[config.mk]
export PLATFORM = sky130hd
export DESIGN_NAME = pipeline_hazard_ctrl
export DESIGN_NICKNAME = d
export VERILOG_FILES = /design/src/rtl/pipeline_hazard_ctrl_pkg.sv /design/src/rtl/pipeline_hazard_ctrl_fwd_select.sv /design/src/rtl/pipeline_hazard_ctrl.sv
export SDC_FILE = /design/constraint.sdc
export NUM_CORES = 1
export LEC_CHECK = 0
export ABC_CLOCK_PERIOD_IN_PS = 3350
export BUFFER_PORTS_ARGS = -buffer_cell sky130_fd_sc_hd__clkbuf_2
export CAP_MARGIN = 25
export CELL_PAD_IN_SITES_DETAIL_PLACEMENT = 1
export CELL_PAD_IN_SITES_GLOBAL_PLACEMENT = 1
export CORE_MARGIN = 4
export CORE_UTILIZATION = 36
export CTS_BUF_LIST = sky130_fd_sc_hd__clkbuf_4 sky130_fd_sc_hd__clkbuf_8
export CTS_CLUSTER_SIZE = 14
export DETAILED_ROUTE_END_ITERATION = 7
export GPL_TIMING_DRIVEN = 0
export PLACE_DENSITY = 0.87
export SETUP_SLACK_MARGIN = 0.2
export SYNTH_ARGS = -nofsm -noshare
export SYNTH_HDL_FRONTEND = slang
export SYNTH_HIERARCHICAL = 1
export SYNTH_SLANG_ARGS = --single-unit
[constraint.sdc]
create_clock -name clk -period 3.35 [get_ports clk]
set_input_delay 0.1675 -clock clk [delete_from_list [all_inputs] [get_ports clk]]
set_output_delay 0.1675 -clock clk [all_outputs]
set_load 0.01 [all_outputs]
[src/rtl/pipeline_hazard_ctrl_pkg.sv]
// ============================================================================
// Module   : pipeline_hazard_ctrl_pkg
// Brief    : Shared encodings for the pipeline hazard controller.
// Revision : 1.0 - initial release
// ============================================================================
`default_nettype none

package pipeline_hazard_ctrl_pkg;

    // ALU operand source select
    localparam logic [1:0] c_FWD_RD  = 2'b00;
    localparam logic [1:0] c_FWD_WB  = 2'b01;
    localparam logic [1:0] c_FWD_MEM = 2'b10;

    // Memory-wait FSM state codes
    localparam logic [0:0] c_ST_RUN      = 1'b0;
    localparam logic [0:0] c_ST_MEM_WAIT = 1'b1;

endpackage

`default_nettype wire

[src/rtl/pipeline_hazard_ctrl_fwd_select.sv]
// ============================================================================
// Module   : pipeline_hazard_ctrl_fwd_select
// Brief    : Bypass select for one Execute-stage operand (Memory beats WB).
// Revision : 1.0 - initial release
// ============================================================================
`default_nettype none

module pipeline_hazard_ctrl_fwd_select
    import pipeline_hazard_ctrl_pkg::*;
#(
    parameter int REG_ADDR_W = 5
) (
    input  logic [REG_ADDR_W-1:0] i_rs,
    input  logic [REG_ADDR_W-1:0] i_rd_m,
    input  logic                  i_we_m,
    input  logic [REG_ADDR_W-1:0] i_rd_wb,
    input  logic                  i_we_wb,
    output logic [1:0]            o_fwd
);

    logic w_rs_nz;
    logic w_hit_m;
    logic w_hit_wb;

    // x0 is hard-wired, so it never takes a bypass
    assign w_rs_nz  = (i_rs != '0);
    assign w_hit_m  = w_rs_nz & i_we_m  & (i_rd_m  == i_rs);
    assign w_hit_wb = w_rs_nz & i_we_wb & (i_rd_wb == i_rs);

    always_comb begin
        o_fwd = c_FWD_RD;
        if (w_hit_m) begin
            o_fwd = c_FWD_MEM;
        end else if (w_hit_wb) begin
            o_fwd = c_FWD_WB;
        end
    end

endmodule

`default_nettype wire

[src/rtl/pipeline_hazard_ctrl.sv]
// ============================================================================
// Module   : pipeline_hazard_ctrl
// Brief    : Stall/flush/forward control for the 5-stage F-D-E-M-WB pipeline.
//            Define FORWARDING_EN to enable operand bypass; otherwise RAW
//            hazards against E/M writers stall Fetch/Decode.
// Revision : 1.0 - initial release
// ============================================================================
`default_nettype none

module pipeline_hazard_ctrl
    import pipeline_hazard_ctrl_pkg::*;
#(
    parameter int REG_ADDR_W  = 5,
    parameter int MEM_TIMEOUT = 64,
    parameter int CNT_W       = 16
) (
    input  logic                  clk,
    input  logic                  rst,
    input  logic [REG_ADDR_W-1:0] rs1_D,
    input  logic [REG_ADDR_W-1:0] rs2_D,
    input  logic [REG_ADDR_W-1:0] rs1_E,
    input  logic [REG_ADDR_W-1:0] rs2_E,
    input  logic [REG_ADDR_W-1:0] rd_E,
    input  logic [REG_ADDR_W-1:0] rd_M,
    input  logic [REG_ADDR_W-1:0] rd_WB,
    input  logic                  RF_WE_E,
    input  logic                  RF_WE_M,
    input  logic                  RF_WE_WB,
    input  logic                  Load_E,
    input  logic                  branch_taken_E,
    input  logic                  dm_req_M,
    input  logic                  dm_ready_M,
    output logic                  stall_F,
    output logic                  stall_D,
    output logic                  stall_E,
    output logic                  stall_M,
    output logic                  flush_D,
    output logic                  flush_E,
    output logic                  flush_WB,
    output logic [1:0]            fwd_a_E,
    output logic [1:0]            fwd_b_E,
    output logic                  mem_timeout_err,
    output logic [CNT_W-1:0]      stall_cnt
);

    localparam int c_WAIT_W = (MEM_TIMEOUT > 1) ? $clog2(MEM_TIMEOUT) : 1;
    localparam logic [c_WAIT_W-1:0] c_WAIT_LAST = c_WAIT_W'(MEM_TIMEOUT - 1);

    logic [0:0]          r_state;
    logic [c_WAIT_W-1:0] r_wait_cnt;
    logic                r_err;
    logic [CNT_W-1:0]    r_stall_cnt;

    logic       w_mem_wait;
    logic       w_hit_e;
    logic       w_hit_m;
    logic       w_d_hazard;
    logic [1:0] w_fwd_a;
    logic [1:0] w_fwd_b;

    assign w_mem_wait = ((r_state == c_ST_MEM_WAIT) |
                         ((r_state == c_ST_RUN) & dm_req_M & ~dm_ready_M)) & ~dm_ready_M;

    assign w_hit_e = (rd_E != '0) & ((rd_E == rs1_D) | (rd_E == rs2_D));
    assign w_hit_m = (rd_M != '0) & ((rd_M == rs1_D) | (rd_M == rs2_D));

`ifdef FORWARDING_EN
    assign w_d_hazard = Load_E & RF_WE_E & w_hit_e;

    pipeline_hazard_ctrl_fwd_select #(
        .REG_ADDR_W (REG_ADDR_W)
    ) u_fwd_a (
        .i_rs    (rs1_E),
        .i_rd_m  (rd_M),
        .i_we_m  (RF_WE_M),
        .i_rd_wb (rd_WB),
        .i_we_wb (RF_WE_WB),
        .o_fwd   (w_fwd_a)
    );

    pipeline_hazard_ctrl_fwd_select #(
        .REG_ADDR_W (REG_ADDR_W)
    ) u_fwd_b (
        .i_rs    (rs2_E),
        .i_rd_m  (rd_M),
        .i_we_m  (RF_WE_M),
        .i_rd_wb (rd_WB),
        .i_we_wb (RF_WE_WB),
        .o_fwd   (w_fwd_b)
    );
`else
    logic w_unused_fwd;

    // Without bypass, any pending E/M write to a Decode source must drain first
    assign w_d_hazard   = (RF_WE_E & w_hit_e) | (RF_WE_M & w_hit_m);
    assign w_fwd_a      = c_FWD_RD;
    assign w_fwd_b      = c_FWD_RD;
    assign w_unused_fwd = ^{rs1_E, rs2_E, rd_WB, RF_WE_WB, Load_E};
`endif

    always_comb begin
        stall_F  = 1'b0;
        stall_D  = 1'b0;
        stall_E  = 1'b0;
        stall_M  = 1'b0;
        flush_D  = 1'b0;
        flush_E  = 1'b0;
        flush_WB = 1'b0;
        fwd_a_E  = c_FWD_RD;
        fwd_b_E  = c_FWD_RD;
        if (rst) begin
            flush_D  = 1'b1;
            flush_E  = 1'b1;
            flush_WB = 1'b1;
        end else begin
            fwd_a_E = w_fwd_a;
            fwd_b_E = w_fwd_b;
            // Memory wait freezes everything up to M; branch/load-use wait their turn
            if (w_mem_wait) begin
                stall_F  = 1'b1;
                stall_D  = 1'b1;
                stall_E  = 1'b1;
                stall_M  = 1'b1;
                flush_WB = 1'b1;
            end else if (branch_taken_E) begin
                flush_D = 1'b1;
                flush_E = 1'b1;
            end else if (w_d_hazard) begin
                stall_F = 1'b1;
                stall_D = 1'b1;
                flush_E = 1'b1;
            end
        end
    end

    always_ff @(posedge clk) begin
        if (rst) begin
            r_state     <= c_ST_RUN;
            r_wait_cnt  <= '0;
            r_err       <= 1'b0;
            r_stall_cnt <= '0;
        end else begin
            case (r_state)
                c_ST_RUN: begin
                    if (dm_req_M & ~dm_ready_M) begin
                        r_state    <= c_ST_MEM_WAIT;
                        r_wait_cnt <= '0;
                    end
                end
                default: begin
                    if (dm_ready_M) begin
                        r_state <= c_ST_RUN;
                    end else if (r_wait_cnt == c_WAIT_LAST) begin
                        r_err <= 1'b1;
                    end else begin
                        r_wait_cnt <= r_wait_cnt + c_WAIT_W'(1);
                    end
                end
            endcase
            if (stall_F && (r_stall_cnt != '1)) begin
                r_stall_cnt <= r_stall_cnt + CNT_W'(1);
            end
        end
    end

    assign mem_timeout_err = r_err;
    assign stall_cnt       = r_stall_cnt;

endmodule

`default_nettype wire
== Word level (Yosys, flattened, before mapping) ==
Cells that the tools add are included.

* Bits in registers: 24
* Logic and storage cells: 54
* Output and inout port bits: 28
* Input bits: 44

* Add/subtract/negate cells: 2
* Equal/unequal tests: 8
* Bitwise gates (word level): 14
* Reductions and logical operators: 6
* Muxes and demuxes: 20

{| class="wikitable"
|+ Operators by type and width
! operator !! count
|-
| 2-to-1 mux 6 bit || 4
|-
| equality test 5 bit || 4
|-
| adder 16 x 1 -> 16 bit (second input constant) || 1
|-
| 2-to-1 mux 1 bit || 16
|-
| != test 16 bit (second input constant) || 1
|-
| nonzero test 5 bit || 2
|-
| bitwise AND 1 bit || 8
|-
| adder 6 x 1 -> 6 bit (second input constant) || 1
|-
| equality test 6 bit (second input constant) || 1
|-
| AND reduction 3 bit || 2
|-
| != test 2 bit (second input constant) || 2
|-
| bitwise OR 1 bit || 4
|-
| inverter 1 bit || 2
|-
| nonzero test 2 bit || 1
|-
| logical AND 1 bit || 1
|}

== Longest topological paths before layout ==
Gate-level depths: netlist (run 1).

* Word-level depth: 10
* Gate-level depth with buffers: 9
* Gate-level depth less buffers: 7

== Least setup slack after synthesis (run 1) ==
Ideal clock, no wire load.

* Path kind: reg-to-reg
* From: register r_stall_cnt[2], in the netlist stall_cnt[2]
* To: register r_stall_cnt[1], in the netlist stall_cnt[1]
* Path buffers: 2
* Stages on the path, launching flop included: 10
* Data required time: 3222 ps
* Setup slack: 1010 ps
* Period minus slack after synthesis: 2340 ps
* Arrival: 2212 ps
* Setup time: 128 ps
* Cell sequence: dfxtp_1 and4_4 nand4_2 or3_4 and2_4 a32oi_4 buf_6 buf_12 mux2i_1 nor2_1

* Cells in the longest elaborated chain, start to end: 2

{| class="wikitable"
|+ RTL lines
! item !! line !! source
|-
| start, declared || pipeline_hazard_ctrl.sv:52 || <nowiki>logic [CNT_W-1:0] r_stall_cnt;</nowiki>
|-
| start signal, assigned || pipeline_hazard_ctrl.sv:161 || <nowiki>r_stall_cnt <= r_stall_cnt + CNT_W'(1);</nowiki>
|-
| != test 16 bit || pipeline_hazard_ctrl.sv:160 || <nowiki>if (stall_F && (r_stall_cnt != '1)) begin</nowiki>
|-
| logical AND 1 bit || pipeline_hazard_ctrl.sv:160 ||
|}

No other way between the ends.
A chain may end at the register's enable or synchronous reset.

== Final worst setup path (run 1) ==
* From: register r_stall_cnt[0], in the netlist stall_cnt[0]
* To: register r_stall_cnt[1], in the netlist stall_cnt[1]

* Cells in the longest elaborated chain, start to end: 2
* Elaborated cells on any way between the ends: 3
* Classes of those cells: add/sub: 1; eq/ne: 1; reduce/logical: 1

{| class="wikitable"
|+ RTL lines
! item
|-
| parallel branches: the longest is 2 deep, another holds adder 16 x 1 -> 16 bit
|}

Several ways; the timed one is not identified.

==> impl_metrics.tcl, run 1 <==
set metrics [dict create \
    power_uw 601 \
    hpwl_microns 3580 \
    cp-startpoint "stall_cnt[0]$_SDFFE_PP0P_" \
    fmax_mhz 380 \
    ant_nets 0 \
    avgViaCountPerCell 5.47 \
    cts_resized 0 \
    synthAdderAreaFrac 0.0163 \
    rsz0062_at_grt "no" \
    drt_pre_antenna_iters 4 \
    drc_errors 0 \
    netlist_instances 184 \
    synth.largest_area_cell "dfxtp_1" \
    layout.nets 288 \
    power_leakage_uw 0.000823 \
    core_sq_um 4060 \
    critPathSlowestCell "or3_4" \
    numCtsBuffers 3 \
    cts_hold_buf 0 \
    avgSynthCellArea_sq_um 8.34 \
    setup_viol 0 \
    synthXorXnorAreaFrac 0.137 \
    dieWidth_microns 73.3 \
    ys_types 45 \
    synth-main-ff-cell "dfxtp_1" \
    clk_pin_slew_ns 0.09 \
    clk-insertion-delay-late_ns 0.27 \
    worstPathRequired_ns 3.50 \
    status "completed" \
    antenna-diode-count 0 \
    area.sequential_sq_um 480 \
    p_per_area_nw_per_um2 314 \
    r2r-start "stall_cnt[0]$_SDFFE_PP0P_" \
    synth_edf_count 0 \
    finalCritPeriodShare 0.786 \
    fin_crit_ns 2.63 \
    hold_viol_final 0 \
    grt.overflow.total 0 \
    synth_compound_area_frac 0.187 \
    critPathKind "register to register" \
    ioPinCount 72 \
    grt_max_degree 14 \
    grt_use_total 0.172 \
    clock_sinks 24 \
    cp-end-kind "register" \
    antenna_found_initial 0 \
    synth_area_leaders "dfxtp_1, xor2_1, nor2_1, a21oi_1, or3_1" \
    wl_met2_microns 2160 \
    worst_pin_slew_ns 0.801 \
    rows 23 \
    synth_top_family_by_area "simple AND/OR/NAND/NOR gates" \
    worst_slew_margin_rel 0.461 \
    yosys_warnings 6 \
    synth_seq_area_share 0.313 \
    async_flop_share 0 \
    min_from "rst" \
    detail_route.wl_per_cell_microns 15.6 \
    crit_fanout 10 \
    grt_pass1_vias 1641 \
    netlist_area_sq_um 1540 \
    synth_simple_gate_area_frac 0.246 \
    cap_violations 0 \
    nFillCells 525 \
    via_count 1591 \
    met1_length_microns 2010 \
    irDropWorstVdd_mv 0.167 \
    final.setup.tns_ns 0 \
    grt_pass1_wl_microns 7450 \
    htree_levels 1 \
    cts_tree "done" \
    synth_most_common_cell "dfxtp_1" \
    synthMuxAreaShare 0.0285 \
    synth-seq-cells 24 \
    min_path_type "input pin to register" \
    synth_common_cells "dfxtp_1, xor2_1, nor2_1, a21oi_1, nand2_1" \
    initial_utilization 0.378 \
    multi_input_area_sq_um 960 \
    drt-total-wl_microns 4530 \
    route.met3.wl_microns 267 \
    critPathBufInv 2 \
    fp.dieArea_sq_um 5370 \
    dr.max_layer_used "met4" \
    root_buffer "clkbuf_8" \
    critical-path-top-delay-family "simple AND/OR/NAND/NOR gates" \
    cts_max_path_buffers 2 \
    post_cts_buffers 0 \
    cp_slowest_stage_delay_ns 0.46 \
    synth_top_area_frac 0.313 \
    area.growth.synth_to_final_pct 24.7 \
    crit_chain "ha_1 > nand4_2 > or3_4 > and2_4 > a32oi_4 > buf_6 > buf_12 > mux2i_1 > nor2_1" \
    io_buffers 50 \
    drive_gt1_frac 0.295 \
    drtIter0Drc 25 \
    worstPathArrival_ns 2.79 \
    final.setup_skew_ns 0.00612 \
    place.gp.congestion 0.880 \
    die_h_microns 73.3 \
    critPathLaunchType "register" \
    finalMaxSlewViolations 0 \
]
==> metrics by stage <==
stage	cell area [sq um]	setup slack [ns]	std cells	utilization	hold slack [ns]
2_1_floorplan	1550	1.01	187	-	0.382
3_3_place_gp	1860	0.755	287	0.458	0.455
3_5_place_dp	1860	0.688	287	0.458	0.481
4_1_cts	1910	0.678	291	0.472	0.271
5_1_grt	1910	0.509	291	0.472	0.293
6_report	1910	0.717	291	0.472	0.268
==> power by group <==
group          switching (uW)  leakage, uW  internal [uW]  total [uW]
clock                    97.8    0.0000288            105         203
combinational            61.3     0.000601           46.2         108
sequential               2.66     0.000194            287         290
==> state kept, by name, summed over array words and instances (netlist names) <==
signal / cells
r_state: 1
mem_timeout_err: 1
stall_cnt: 16
r_wait_cnt: 6
==> cells in the final DEF (no fill, tap or decap), types with 2 or more instances in the layout <==
master    synthesis  routed
inv_1             5       5
buf_1             2       2
and2_1            2       2
or4_1             4       4
nand4_1           6       6
clkbuf_8          0       4
nor2_1           21      21
nand2_1           9       9
nor2b_1           2       2
conb_1            1       4
ha_1              2       2
dfxtp_1          24      24
nand3_1           5       5
mux2_2            2       2
a21oi_2           2       2
xor2_1           23      23
clkbuf_2          0      50
or3_1             8       8
a21oi_1          11      11
o31ai_1           4       4
nor3_1            4       4
o21ai_0           5       5
buf_4             6       6
o21ai_1           8       8
a22oi_1           4       4
and3_1            3       3
==> metal layers <==
layer,GRT usage,vias to the layer above
met5,0,-
met2,0.297,57
li1,-,771
met4,0.0644,0
met3,0.0219,12
met1,0.218,751
==> logic make-up after synthesis <==
logic type      after synthesis
fa+ha+maj                     2
other cells                   1
compound gates               43
xor+xnor                     24
flops                        24
mux                           4
buf+inv                      16
simple gates                 70
==> cell type report <==
class                   instances  share of cell area
multi-input cells             147               0.501
flip-flops and latches         24               0.251
repair buffers                 50               0.131
plain buffers                  11              0.0458
well taps                      50              0.0327
clock buffers                   4              0.0288
inverters                       5             0.00980
==> tightest hold or removal path, delay by kind of cell <==
kind                   cells  cell delay (ns)
and+or+nand+nor            1             0.11
muxes                      1             0.12
buffers and inverters      1             0.12
==> path summary, 6_finish.rpt <==
kind                                                     end  slack [ns]  cells after the start
worst max-delay path               stall_cnt[1]$_SDFFE_PP0P_        0.72                      9
worst min-delay path              stall_cnt[13]$_SDFFE_PP0P_        0.27                      3
worst max register to register     stall_cnt[1]$_SDFFE_PP0P_        0.72                      9
worst min register to register  mem_timeout_err$_SDFFE_PP0P_        0.50                      2
Power figures use the tool's default switching activity.
==> inputs of run 2 (changes only) <==
Settings changed: ABC_AREA from default to 1, ABC_CLOCK_PERIOD_IN_PS 3350 to 2500, CORE_UTILIZATION 36 to 34, PLACE_DENSITY 0.87 to 0.82.
Clock period 3.35 ns to 2.5 ns, I/O delays scaled along.
==> impl_metrics.tcl, run 2 <==
set metrics [dict create \
    status "completed" \
    dieWidth_microns 82 \
    internal_power_uw 598 \
    clock_sinks 24 \
    pwr-share-comb 0.213 \
    synthXorXnorAreaFrac 0.0847 \
    io_buffers 50 \
    grt_pass1_wl_microns 8800 \
    p_sw_frac 0.294 \
    drt_pre_antenna_iters 4 \
    netlist_area_sq_um 1860 \
    fin_crit_ns 1.85 \
    async_flop_share 0 \
    largest_reg_flops 16 \
    p_sw_uw 249 \
    synth_common_cells "nand2_1, inv_1, nor2_1, dfxtp_1, nand4_1" \
    worst_pin_slew_ns 0.527 \
    drt-total-wl_microns 5130 \
    synth_most_common_cell "nand2_1" \
    synth.largest_area_cell "dfxtp_1" \
    final.setup.tns_ns 0 \
    drive_gt1_frac 0.228 \
    synth_area_leaders "dfxtp_1, nand2_1, inv_1, nor2_1, nand4_1" \
    rsz0062_at_grt "no" \
    ant_nets 0 \
    grt_pass1_vias 1988 \
    antenna-diode-count 0 \
    min_path_type "input pin to register" \
    critical-path-top-delay-family "simple AND/OR/NAND/NOR gates" \
    synthMuxAreaShare 0 \
    ioPinCount 72 \
    place_ws_ns 0.665 \
    cts_tree "done" \
    setup_viol 0 \
    synth-main-ff-cell "dfxtp_1" \
    worstPathRequired_ns 2.38 \
    hold_viol_final 0 \
    synth_simple_gate_area_frac 0.427 \
    drtIter0Drc 45 \
    fmax_mhz 539 \
    drc_errors 0 \
    ys_types 34 \
    cts_max_path_buffers 2 \
    utilization 0.435 \
    worst_slack_ns 0.646 \
    synth_seq_area_share 0.258 \
    seqPwrFrac 0.462 \
    final.setup_skew_ns 0.00490 \
    clk_pin_slew_ns 0.09 \
    detail_route.wl_per_cell_microns 12.3 \
    numCtsBuffers 3 \
    power_leakage_uw 0.00117 \
    initial_utilization 0.358 \
    critPathKind "register to primary output" \
    crit_fanout 9 \
    area.growth.synth_to_final_pct 21.7 \
    avgViaCountPerCell 4.70 \
    root_buffer "clkbuf_8" \
    layout.nets 394 \
    grt.overflow.total 0 \
    critPathSlowestCell "dfxtp_1" \
    post_cts_buffers 0 \
    final_common_cell "nand2_1" \
    critPathBufInv 4 \
    multi_input_area_sq_um 1130 \
    p_clk_frac 0.325 \
    finalMaxSlewViolations 0 \
    finalCritPeriodShare 0.741 \
    clk-insertion-delay-late_ns 0.27 \
    cap_violations 0 \
    synth_edf_count 0 \
    place.gp.congestion 0.811 \
    synth_top_family_by_area "simple AND/OR/NAND/NOR gates" \
    die_h_microns 82 \
    rows 26 \
    worst_slew_margin_rel 0.649 \
    irDropWorstVdd_mv 0.179 \
    grt_max_degree 14 \
    fp.dieArea_sq_um 6720 \
    power_uw 847 \
    cp_common_cell "inv_1" \
    mostFrequentLayoutCells "nand2_1, clkbuf_2, inv_1" \
    yosys_warnings 6 \
    cp_slowest_stage_delay_ns 0.33 \
    synth_top_area_frac 0.258 \
    synthAdderAreaFrac 0.0134 \
    core_sq_um 5200 \
    htree_levels 1 \
    hpwl_microns 4260 \
    cts_hold_buf 0 \
    avgSynthCellArea_sq_um 6.42 \
    cp-end-kind "primary output" \
    crit_chain "inv_1 > nor2_1 > nor2_2 > nand3_2 > nand2_1 > inv_1 > buf_4 > clkbuf_2" \
    antenna_found_initial 0 \
    nFillCells 743 \
    netlist_instances 290 \
    grt_use_total 0.166 \
    worstPathArrival_ns 1.73 \
    fin_hold_ws_ns 0.182 \
    via_count 1958 \
    critPathLaunchType "register" \
    synth-seq-cells 24 \
    synth_compound_area_frac 0.0739 \
    cts_resized 0 \
    p_per_area_nw_per_um2 374 \
    area.sequential_sq_um 480 \
]
## run 2: metrics by stage
| stage | instances | cell area, sq um |
|---|---|---|
| after floorplan | 293 | 1870 |
| after global placement | 413 | 2210 |
| after detailed placement | 413 | 2210 |
| after CTS | 417 | 2270 |
| after global routing | 417 | 2270 |
| final | 417 | 2270 |
## run 2: power groups by stage
stage	registers (uW)	clock network [uW]	logic, uW
final	391	275	181
after global routing	392	290	206
after CTS	391	282	183
after detailed placement	400	0	183
after global placement	400	0	177
after floorplan	400	0	113
## run 2: cell type report
cell class	instances	share of cell area
plain buffers	12	0.0458
clock buffers	4	0.0243
multi-input cells	215	0.499
well taps	70	0.0387
inverters	42	0.0696
flip-flops and latches	24	0.212
repair buffers	50	0.110
## run 2: worst paths after layout
kind / from / to / slack (ns) / cells after the start
max: r_state$_SDFF_PP0_ / stall_F / 0.65 / 8
min: dm_ready_M / mem_timeout_err$_SDFFE_PP0P_ / 0.18 / 4
max reg2reg: stall_cnt[1]$_SDFFE_PP0P_ / stall_cnt[7]$_SDFFE_PP0P_ / 0.66 / 10
min reg2reg: mem_timeout_err$_SDFFE_PP0P_ / mem_timeout_err$_SDFFE_PP0P_ / 0.46 / 2
## run 2: logic make-up (layout without fill, tap and decap cells)
group                    Yosys count  count (layout)
AO/OA/AOI/OAI                     23              23
adder cells (fa/ha/maj)            2               2
other                              1               4
buffers and inverters             54             108
flip-flops                        24              24
XOR/XNOR                          18              18
AND/OR/NAND/NOR                  168             168
## run 2: metal layers
layer / vias to the layer above / track usage / wire length (microns)
li1: 1020 / - / -
met5: - / 0 / 0
met1: 889 / 0.213 / 2430
met3: 4 / 0.0252 / 226
met2: 45 / 0.284 / 2420
met4: 0 / 0.0465 / 57
## run 2: tightest hold or removal path: cells and delay by family
family,cells,cell delay [ns]
buffers and inverters,1,0.11
AO/OA/AOI/OAI,1,0.05
AND/OR/NAND/NOR,2,0.13
